`config.mk`:
```
export PLATFORM = sky130hd
export DESIGN_NAME = rf_wb_arbiter
export DESIGN_NICKNAME = d
export VERILOG_FILES = /design/src/rtl/rf_wb_arbiter_pkg.sv /design/src/rtl/rf_wb_arbiter_grant.sv /design/src/rtl/rf_wb_arbiter.sv
export SDC_FILE = /design/constraint.sdc
export NUM_CORES = 1
export LEC_CHECK = 0
export ABC_AREA = 1
export CAP_MARGIN = 20
export CORE_MARGIN = 4
export CORE_UTILIZATION = 35
export DETAILED_ROUTE_END_ITERATION = 16
export PLACE_DENSITY = 0.66
export SYNTH_ARGS = -nofsm -noshare
export SYNTH_HDL_FRONTEND = slang
export SYNTH_SLANG_ARGS = --single-unit
export TNS_END_PERCENT = 100
```
`constraint.sdc`:
```
create_clock -name clk -period 2.5 [get_ports clk]
set_clock_uncertainty 0.2 [all_clocks]
set_input_delay 0.5 -clock clk [delete_from_list [all_inputs] [get_ports clk]]
set_output_delay 0.5 -clock clk [all_outputs]
set_load 0.02 [all_outputs]
```
`src/rtl/rf_wb_arbiter_pkg.sv`:
```
// rf_wb_arbiter_pkg
// Shared constants and types for the register-file writeback arbiter.
//   RF_REG_COUNT / RF_REG_SIZE / RF_REG_PTR_SIZE : default register-file geometry
//   REQ_INIT / REQ_ALU / REQ_LSU                 : requester index in the one-hot grant vector
//   rr_ptr_e                                     : which of ALU/LSU wins the next contention
package rf_wb_arbiter_pkg;

  localparam int RF_REG_COUNT    = 32;
  localparam int RF_REG_SIZE     = 32;
  localparam int RF_REG_PTR_SIZE = 5;

  localparam int REQ_INIT = 0;
  localparam int REQ_ALU  = 1;
  localparam int REQ_LSU  = 2;
  localparam int REQ_NUM  = 3;

  typedef enum logic {
    RR_FAVOR_ALU = 1'b0,
    RR_FAVOR_LSU = 1'b1
  } rr_ptr_e;

endpackage

```
`src/rtl/rf_wb_arbiter_grant.sv`:
```
// wb_grant
// Combinational one-hot grant for the writeback arbiter.
// Init always wins; ALU vs LSU is fixed priority (ALU first) unless the
// RF_WB_RR_EN macro is defined, in which case a 1-bit pointer picks the winner.
// Ports:
//   init_valid, alu_valid, lsu_valid : request lines
//   ptr                              : favoured side (only with RF_WB_RR_EN)
//   grant[REQ_NUM-1:0]               : one-hot grant, indexed by REQ_INIT/REQ_ALU/REQ_LSU
module wb_grant
  import rf_wb_arbiter_pkg::*;
(
  input  logic               init_valid,
  input  logic               alu_valid,
  input  logic               lsu_valid,
`ifdef RF_WB_RR_EN
  input  rr_ptr_e            ptr,
`endif
  output logic [REQ_NUM-1:0] grant
);

  always_comb begin
    grant = '0;
    if (init_valid) begin
      grant[REQ_INIT] = 1'b1;
    end else if (alu_valid && lsu_valid) begin
`ifdef RF_WB_RR_EN
      if (ptr == RR_FAVOR_LSU) grant[REQ_LSU] = 1'b1;
      else                     grant[REQ_ALU] = 1'b1;
`else
      grant[REQ_ALU] = 1'b1;
`endif
    end else if (alu_valid) begin
      grant[REQ_ALU] = 1'b1;
    end else if (lsu_valid) begin
      grant[REQ_LSU] = 1'b1;
    end
  end

endmodule

```
`src/rtl/rf_wb_arbiter.sv`:
```
// rf_wb_arbiter
// Arbitrates ALU, LSU and R0-init writebacks onto a single registered
// register-file write port, and tracks pending destinations in a busy
// scoreboard that stalls decode when a source register is still in flight.
// Build option: define RF_WB_RR_EN for round-robin ALU/LSU arbitration
// (default build is fixed priority ALU > LSU).
// Ports:
//   clk, reset_n                        : clock, async active-low reset
//   alu_valid/ready/dst/data            : ALU writeback request
//   lsu_valid/ready/dst/data            : load writeback request
//   init_valid/ready/data               : R0 initialisation request
//   issue_valid, issue_dst              : decode marks issue_dst pending
//   FD_insn_src_0, FD_insn_src_1        : decode source indices
//   D_stall                             : a decode source is pending
//   W_en, W_dst, W_result               : registered register-file write
//   init_R0, init_R0_data               : registered R0 init
module rf_wb_arbiter
  import rf_wb_arbiter_pkg::*;
#(
  parameter int REG_COUNT    = RF_REG_COUNT,
  parameter int REG_SIZE     = RF_REG_SIZE,
  parameter int REG_PTR_SIZE = RF_REG_PTR_SIZE
) (
  input  logic                    clk,
  input  logic                    reset_n,
  input  logic                    alu_valid,
  output logic                    alu_ready,
  input  logic [REG_PTR_SIZE-1:0] alu_dst,
  input  logic [REG_SIZE-1:0]     alu_data,
  input  logic                    lsu_valid,
  output logic                    lsu_ready,
  input  logic [REG_PTR_SIZE-1:0] lsu_dst,
  input  logic [REG_SIZE-1:0]     lsu_data,
  input  logic                    init_valid,
  output logic                    init_ready,
  input  logic [REG_SIZE-1:0]     init_data,
  input  logic                    issue_valid,
  input  logic [REG_PTR_SIZE-1:0] issue_dst,
  input  logic [REG_PTR_SIZE-1:0] FD_insn_src_0,
  input  logic [REG_PTR_SIZE-1:0] FD_insn_src_1,
  output logic                    D_stall,
  output logic                    W_en,
  output logic [REG_PTR_SIZE-1:0] W_dst,
  output logic [REG_SIZE-1:0]     W_result,
  output logic                    init_R0,
  output logic [REG_SIZE-1:0]     init_R0_data
);

  logic [REQ_NUM-1:0]      grant_p0;
  logic                    alu_xfer_p0;
  logic                    lsu_xfer_p0;
  logic                    init_xfer_p0;

  logic                    w_en_p1;
  logic [REG_PTR_SIZE-1:0] w_dst_p1;
  logic [REG_SIZE-1:0]     w_result_p1;
  logic                    init_r0_p1;
  logic [REG_SIZE-1:0]     init_data_p1;

  logic [REG_COUNT-1:0]    busy;
  logic [REG_COUNT-1:0]    busy_nxt;

`ifdef RF_WB_RR_EN
  rr_ptr_e                 ptr;
`endif

  // ---- stage p0: combinational grant ----
  wb_grant u_grant (
    .init_valid (init_valid),
    .alu_valid  (alu_valid),
    .lsu_valid  (lsu_valid),
`ifdef RF_WB_RR_EN
    .ptr        (ptr),
`endif
    .grant      (grant_p0)
  );

  // A grant is only ever issued to a valid requester, so grant == transfer.
  assign init_xfer_p0 = grant_p0[REQ_INIT];
  assign alu_xfer_p0  = grant_p0[REQ_ALU];
  assign lsu_xfer_p0  = grant_p0[REQ_LSU];

  assign init_ready = init_xfer_p0;
  assign alu_ready  = alu_xfer_p0;
  assign lsu_ready  = lsu_xfer_p0;

  // Clears come from the write currently on the port; the set is applied
  // last so a same-cycle reissue of that register keeps it pending.
  always_comb begin
    busy_nxt = busy;
    if (w_en_p1)     busy_nxt[w_dst_p1] = 1'b0;
    if (init_r0_p1)  busy_nxt[0]        = 1'b0;
    if (issue_valid) busy_nxt[issue_dst] = 1'b1;
  end

  // No bypass: a source stays stalled until the edge after its write.
  assign D_stall = busy[FD_insn_src_0] | busy[FD_insn_src_1];

  // ---- stage p1: registered write port and scoreboard ----
  always_ff @(posedge clk or negedge reset_n) begin
    if (!reset_n) begin
      busy         <= '0;
      w_en_p1      <= 1'b0;
      w_dst_p1     <= '0;
      w_result_p1  <= '0;
      init_r0_p1   <= 1'b0;
      init_data_p1 <= '0;
`ifdef RF_WB_RR_EN
      ptr          <= RR_FAVOR_ALU;
`endif
    end else begin
      busy       <= busy_nxt;
      w_en_p1    <= alu_xfer_p0 | lsu_xfer_p0;
      init_r0_p1 <= init_xfer_p0;
      if (alu_xfer_p0) begin
        w_dst_p1    <= alu_dst;
        w_result_p1 <= alu_data;
      end else if (lsu_xfer_p0) begin
        w_dst_p1    <= lsu_dst;
        w_result_p1 <= lsu_data;
      end
      if (init_xfer_p0) init_data_p1 <= init_data;
`ifdef RF_WB_RR_EN
      if (alu_xfer_p0)      ptr <= RR_FAVOR_LSU;
      else if (lsu_xfer_p0) ptr <= RR_FAVOR_ALU;
`endif
    end
  end

  assign W_en         = w_en_p1;
  assign W_dst        = w_dst_p1;
  assign W_result     = w_result_p1;
  assign init_R0      = init_r0_p1;
  assign init_R0_data = init_data_p1;

endmodule

```
# --- After elaboration in Yosys (flattened, before gate mapping) ---
# Cells that the tools add are included.
totals:
  register_bits: 103
  input_bits: 127
  output_inout_bits: 75
  word_cells: 43
op_classes:
  order_cmp: 6
  muxes: 22
  bitwise_logic: 5
  reduce_logical: 4
ops:
  columns: ["operator", "n"]
  rows:
  - ["32-bit two-way mux", 4]
  - ["32-bit bitwise AND", 1]
  - ["32-bit inverter", 1]
  - ["32-bit bitwise OR", 1]
  - ["5-bit by 6-bit < comparator with 1-bit output, second input constant", 4]
  - ["1-bit two-way mux", 11]
  - ["1-bit binary-select mux with 5-bit select", 2]
  - ["1-bit demux with 5-bit select", 2]
  - ["5-bit by 1-bit >= comparator with 1-bit output, second input constant", 2]
  - ["5-bit two-way mux", 2]
  - ["1-bit logical AND", 3]
  - ["2-bit two-way mux", 1]
  - ["1-bit bitwise OR", 2]
  - ["2-bit nonzero test", 1]

# --- Depth between registers and ports, before layout ---
# Gate-level depths: netlist of run 1.
logic_depth:
  ltp_word: 10
  depth_mapped: 11
  mapped_depth_nobuf: 9

# --- Cells and area by module ---
# From an unflattened synthesis of run 1, not the netlist that was laid out.
hier_totals:
  hier_cells: 572
  hier_area_um2: 5068.6
by_module_without_submodules:
  columns: ["module", "instances", "cells_each", "area_per_inst_um2", "seq_area_each_um2"]
  rows:
  - ["rf_wb_arbiter", 1, 567, 5041.1, 2577.5]
  - ["wb_grant", 1, 5, 27.5, 0.0]

# --- Least setup slack after synthesis of run 1 ---
# Ideal clock, no wire load.
synth_timing:
  kind: "input to output"
  from: "input FD_insn_src_0[0]"
  to: "output D_stall"
  t_arrival_ps: 1471
  t_required_ps: 1800
  setup_slack_ps: 329
  path_stages: 11
  path_buffers: 2
  path_cell_list: "buf_2 -> inv_1 -> buf_2 -> nand2_1 -> nand2_1 -> nand2_1 -> nand3_1 -> nand3_1 -> nand3_1 -> nand2_1 -> nand2_1"
synth_between:
  elab_chain_len: 3
synth_rtl:
  columns: ["item", "line", "source"]
  rows:
  - ["start: declaration", "rf_wb_arbiter.sv:39", "input logic [REG_PTR_SIZE-1:0] FD_insn_src_0,"]
  - ["1-bit binary-select mux with 5-bit select", "rf_wb_arbiter.sv:97", "assign D_stall = busy[FD_insn_src_0] | busy[FD_insn_src_1];"]
  - ["1-bit two-way mux (implied by the code)", "rf_wb_arbiter.sv:97", null]
  - ["1-bit bitwise OR", "rf_wb_arbiter.sv:97", null]
  - ["end: declaration", "rf_wb_arbiter.sv:41", "output logic D_stall,"]
# No other way between the ends. The select of a mux whose other input is x is not followed.

# --- Worst setup path in the final report of run 1 ---
layout_timing:
  from: "input FD_insn_src_1[0]"
  to: "output D_stall"
layout_between:
  elab_chain_len: 3
layout_rtl:
  columns: ["item", "line", "source"]
  rows:
  - ["start: declaration", "rf_wb_arbiter.sv:40", "input logic [REG_PTR_SIZE-1:0] FD_insn_src_1,"]
  - ["1-bit binary-select mux with 5-bit select", "rf_wb_arbiter.sv:97", null]
  - ["1-bit two-way mux (implied by the code)", "rf_wb_arbiter.sv:97", null]
  - ["1-bit bitwise OR", "rf_wb_arbiter.sv:97", null]
# No other way between the ends. The select of a mux whose other input is x is not followed.

==> results by group, run 1 <==
Run status
  • Outcome: complete, no violations

Yosys
  • Synth Instances: 610
  • Ys Warns: 0
  • Sequential fraction of the synthesis area: 50.69%
  • Post-synthesis average cell area: 8.336 um^2
  • Asr flop ratio synth: 100.0%
  • Number of synthesized flops with an enable pin: 0
  • Yosys cell types: 22
  • Flops & latches, synth: 103
  • Synth Net Count: 737
  • Most used DFF post-synth: dfrtp_1
  • Mapped Area: 5085 um^2

Detailed routing
  • DRT Pass-1 Iters: 5
  • Antenna Nets Post-Route: 0
  • Drt total wl: 17.44 mm
  • Wire length per cell: 17.42 um
  • DRC: 0
  • Initial drt markers: 393
  • Via/cell ratio: 5.168
  • Via count: 5173

Critical path
  • Critical Path Source Type: primary input
  • Critical path buffers and inverters: 4
  • Worst reg2reg endpoint: busy[30]
  • Crit path max-delay family: buffers and inverters
  • Worst EP arrival: 1660 ps
  • Required @ worst endpoint: 1800 ps
  • Worst R2R Start: W_dst[0]
  • Worst path most repeated cell: nand2_1
  • Critical path cell sequence: clkdlybuf4s15_1 -> inv_1 -> buf_12 -> nand2_1 -> nand3_1 -> nand3_1 -> nand2_1 -> nand2_1 -> nand3_1 -> nand2_1 -> nand2_1 -> buf_4
  • Crit end category: output port
  • CP peak stage delay: 240 ps
  • CP Max Fanout: 16
  • Critical path class: primary input to output port
  • Reg2reg setup slack: 960 ps
  • Worst setup path start: FD_insn_src_1[0]
  • R2R cell count: 4
  • Worst path slowest cell: clkdlybuf4s15_1

Global routing
  • Initial antenna violation count: 0
  • First-pass GRT wire length: 27.85 mm
  • Gr ovfl total: 0
  • Vias in the first global route: 5276
  • Largest net degree at the start of global routing: 48
  • Total track usage: 21.33%

Floorplanning
  • Core area: 14040 um^2
  • Initial Util: 36.21%
  • Die Span X: 128.5 um
  • Chip height: 128.5 um
  • Die ar.: 16520 um^2
  • # IOs: 202
  • # rows: 43

Timing
  • Fin crit period: 2364 ps
  • Tcrit/Tclk final: 94.54%
  • Final hold violation count: 0
  • Final Slew Violations: 0
  • Worst slew pin tran: 614.4 ps
  • Hold_ws: 268.8 ps
  • Slew HR: 59.04%
  • Fmax: 423.1 MHz
  • RSZ-0062 raised after global routing: no
  • Final setup fails: 0

Clock network
  • CTS tree: yes
  • Clock Sinks: 103
  • Clk slew on worst S/H paths: 60 ps
  • Clk Latency, worst-skew pair: 340 ps
  • H-tree levels: 3
  • Clock Tree Buf Depth: 2
  • CTS Buf Count: 9
  • Root buf cell: clkbuf_16

Min path
  • Worst Hold Endpoint: init_R0_data[24]
  • Hold depth: 2
  • HP Start: init_R0_data[24]
  • Worst min-delay path class: flip-flop to flip-flop

Placed design
  • Port Buf Inserts: 201
  • DP HPWL: 13.62 mm
  • Placer Congestion: 0.9187

Finish
  • Most frequent cells in the layout: nand2_1 (211), clkdlybuf4s50_1 (191), dfrtp_1 (103), nand3_1 (71), o21ai_0 (68)
  • Most common cell after layout, fill and taps aside: nand2_1
  • P&R area growth vs syn: 50.94%
  • Share of cells above drive strength 1: 9.257%
  • Finished Core Util: 54.66%
  • Total Nets Final: 946
  • Diode count: 0
  • Fillers: 1292

Power
  • Pwr/cell area: 689.4 nW/um^2
  • Pleak: 0.003505 uW
  • Maximum VDD drop: 0.3896 mV

Job
  • Max Cap Viol: 0
-- layer usage --
metal / global-route usage, % / vias to the layer above / share of wire, %
met5: 0 / - / 0
met4: 5.312 / 0 / 1.2
met3: 8.800 / 16 / 11
met2: 35.58 / 216 / 49
met1: 25.77 / 2497 / 39
li1: - / 2444 / -
-- report_power, final --
part	switching (uW)	internal, uW	total [uW]
Combinational	821	750	1570
Sequential	332	2020	2350
Clock	555	814	1370
-- cells by family after synthesis --
| group | synth area share (%) |
|---|---|
| AND/OR/NAND/NOR | 24.43 |
| flip-flops | 50.69 |
| buffers and inverters | 6.767 |
| AO/OA/AOI/OAI | 18.11 |
-- how the worst max path moves through the flow --
stage,end,slack (ps),cells after the start
2_1_floorplan,D_stall,330,11
4_1_cts,D_stall,10,9
3_5_place_dp,D_stall,-570,12
3_3_place_gp,D_stall,-550,12
6_report,D_stall,140,12
5_1_grt,D_stall,30,12
-- synth_stat cells (4+ instances only) --
| library cell | number | area (um^2) |
|---|---|---|
| a21oi_1 | 8 | 40.04 |
| a22oi_2 | 27 | 337.8 |
| buf_2 | 7 | 35.03 |
| buf_4 | 4 | 30.03 |
| buf_6 | 7 | 78.83 |
| clkbuf_1 | 12 | 45.04 |
| dfrtp_1 | 103 | 2577 |
| inv_1 | 38 | 142.6 |
| nand2_1 | 211 | 792.0 |
| nand3_1 | 71 | 355.3 |
| nor2_1 | 11 | 41.29 |
| o21ai_0 | 69 | 345.3 |
| o21ai_1 | 27 | 135.1 |
| o22ai_1 | 5 | 31.28 |
-- cell type report --
class / count / area (um^2) / share of cell area, %
Multi-Input combinational cell: 437 / 2163 / 28.19
Sequential cell: 103 / 2577 / 33.58
Clock inverter: 1 / 30.03 / 0.3913
Clock buffer: 12 / 256.5 / 3.342
Timing Repair Buffer: 228 / 2267 / 29.54
Tap cell: 180 / 225.2 / 2.934
Inverter: 40 / 155.1 / 2.022
-- worst reg2reg max path, cell delays in order, from the launching register on --
cell,delay [ps]
dfrtp_1,410
inv_1,100
nand3_1,310
o21ai_0,270
o21ai_0,120
-- flip-flops by register name (all words and copies together), names as in the netlist --
register,cells
W_en,1
init_R0,1
init_R0_data,32
W_result,32
busy,32
W_dst,5
-- timing repair --
item                                    4_1_cts  5_1_grt
hold buffers                                  1        0
endpoints found under the hold margin        44        0
resized for setup                            14        5
endpoints found under the setup margin        3        1
buffers inserted                              0        0
-- per-stage QoR --
stage	setup slack, ps	instances	cell area [um^2]	setup TNS, ps	total power (uW)
6_report	136.4	1001	7675	0	5291
2_1_floorplan	328.8	610	5085	0	3084
3_3_place_gp	-554.6	987	7373	-2810	3914
5_1_grt	26.35	1001	7675	0	5611
4_1_cts	12.97	1001	7669	0	5331
3_5_place_dp	-574.5	987	7373	-3438	3942
Power figures use the tool's default switching activity.
==> run 2, diff against run 1 <==
--- a/config.mk
+++ b/config.mk
@@ -16,2 +16 @@
 export SYNTH_SLANG_ARGS = --single-unit
-export TNS_END_PERCENT = 100
==> constraint.sdc (replaced) <==
create_clock -name clk -period 2.5 [get_ports clk]
set_clock_uncertainty 0.2 [all_clocks]
set_input_delay 0.375 -clock clk [delete_from_list [all_inputs] [get_ports clk]]
set_output_delay 0.375 -clock clk [all_outputs]
set_load 0.02 [all_outputs]
==> results by group, run 2 (same netlist as run 1, synthesis figures left out) <==
Placed design
  • Placer Congestion: 0.9163
  • DP HPWL: 13.64 mm
  • Port Buf Inserts: 201
  • Cells after DPL: 984

Finish
  • Multi-input logic area: 2163 um^2
  • P&R area growth vs syn: 50.47%
  • Total Nets Final: 943
  • Diode count: 0
  • Share of cells above drive strength 1: 8.648%
  • Most frequent cells in the layout: nand2_1 (211), clkdlybuf4s50_1 (197), dfrtp_1 (103), nand3_1 (71), o21ai_0 (69)
  • Fin cells: 1001
  • Most common cell after layout, fill and taps aside: nand2_1
  • Register area: 2577 um^2
  • Fillers: 1268

Clock network
  • Post-CTS Setup Inserts: 0
  • Clock Tree Buf Depth: 2
  • Root buf cell: clkbuf_16
  • CTS tree: yes
  • Clk Latency, worst-skew pair: 340 ps
  • H-tree levels: 3
  • Clock Sinks: 103
  • CTS Buf Count: 9
  • Clk slew on worst S/H paths: 70 ps

Critical path
  • Critical path class: primary input to output port
  • Worst path most repeated cell: clkdlybuf4s50_1
  • Worst R2R Start: W_dst[1]
  • Crit end category: output port
  • CP Max Fanout: 11
  • Reg2reg setup slack: 960 ps
  • Worst path slowest cell: clkdlybuf4s50_1
  • R2R cell count: 4
  • Critical Path Source Type: primary input
  • Worst setup path start: init_valid
  • Required @ worst endpoint: 1920 ps
  • Worst reg2reg endpoint: busy[1]
  • Critical path cell sequence: clkdlybuf4s50_1 -> inv_6 -> nand2_1 -> inv_2 -> clkdlybuf4s50_1
  • Worst EP arrival: 1820 ps
  • CP peak stage delay: 620 ps

Detailed routing
  • Via count: 5115
  • Wire length per cell: 17.58 um
  • Drt total wl: 17.60 mm
  • DRC: 0
  • DRT Pass-1 Iters: 5
  • Via/cell ratio: 5.110
  • Antenna Nets Post-Route: 0
  • Initial drt markers: 390

Timing
  • Fmax: 416.7 MHz
  • Fin crit period: 2400 ps
  • Hold_ws: 270.1 ps
  • Final setup fails: 0
  • Worst slew pin tran: 619.8 ps
  • RSZ-0062 raised after global routing: no
  • Tcrit/Tclk final: 95.99%
  • Final Slew Violations: 0
  • Final hold violation count: 0
  • Slew HR: 58.68%

Min path
  • Worst Hold Endpoint: init_R0_data[24]
  • Worst min-delay path class: flip-flop to flip-flop
  • HP Start: init_R0_data[24]
  • Hold depth: 2

Floorplanning
  • Initial Util: 36.21%
  • Die Span X: 128.5 um
  • # rows: 43
  • Chip height: 128.5 um
  • Die ar.: 16520 um^2
  • Core area: 14040 um^2
  • # IOs: 202

Global routing
  • Total track usage: 21.92%
  • Largest net degree at the start of global routing: 48
  • Gr ovfl total: 0
  • Vias in the first global route: 5464
  • First-pass GRT wire length: 28.72 mm
  • Initial antenna violation count: 0

Power
  • Clk network pwr share: 26.2%
  • Pwr/cell area: 694.9 nW/um^2
  • Sequential Power Share: 44.3%
  • Int Power: 3568 uW
  • Comb power frac: 29.5%
  • Switching power: 1748 uW
  • Pleak: 0.003467 uW
  • Switching share of power: 32.88%
  • Maximum VDD drop: 0.3501 mV

Job
  • Max Cap Viol: 0

Run status
  • Outcome: complete, no violations
[run 2: worst max-delay path by stage]
stage | endpoint | slack, ps | cells after the start
floorplan | D_stall | 580 | 11
CTS | D_stall | 30 | 11
global placement | D_stall | -300 | 12
global route | D_stall | 7 | 11
finish | alu_ready | 100 | 5
detailed placement | D_stall | -300 | 12
[run 2: stage by stage]
step	worst slack (ps)	area [um^2]	setup TNS, ps	total power, uW	util [%]
2_1_floorplan	578.8	5085	0	3084	-
3_3_place_gp	-302.4	7351	-302.4	3911	52.35
3_5_place_dp	-296.7	7351	-296.7	3940	52.35
4_1_cts	28.23	7656	0	5351	54.52
5_1_grt	6.813	7651	0	5643	54.49
6_report	100.2	7651	0	5316	54.49
[run 2: routing by layer]
metal	vias up	part of all wire (%)	GRT usage, %	routed length (um)
met3	30	11	9.049	1898
met5	-	0	0	0
met1	2419	39	26.46	6899
li1	2437	-	-	-
met2	229	48	35.98	8429
met4	0	2.1	6.671	371
[run 2: layout make-up]
cell class | instances | share of cell area [%]
Sequential cell | 103 | 33.69
Timing Repair Buffer | 225 | 29.24
Multi-Input combinational cell | 437 | 28.27
Clock buffer | 13 | 3.271
Tap cell | 180 | 2.944
Inverter | 40 | 2.028
Clock inverter | 3 | 0.5560
[run 2: power by group through the flow]
stage	Sequential (uW)	Combinational, uW	Clock (uW)
after floorplan	2410	670	0
after global placement	2370	1540	0
after detailed placement	2370	1570	0
after CTS	2340	1580	1430
after global routing	2390	1750	1500
final	2350	1570	1390
[run 2: what timing repair did]
item | CTS | global route
endpoints found under the hold margin | 45 | 0
resized for setup | 4 | 1
endpoints found under the setup margin | 1 | 1
hold buffers | 1 | 0
pin swaps | 0 | 0
[run 2: worst max-delay path: cells and delay by family]
| family | cells | cell delay (ps) |
|---|---|---|
| buffers and inverters | 4 | 1360 |
| and+or+nand+nor | 1 | 90 |
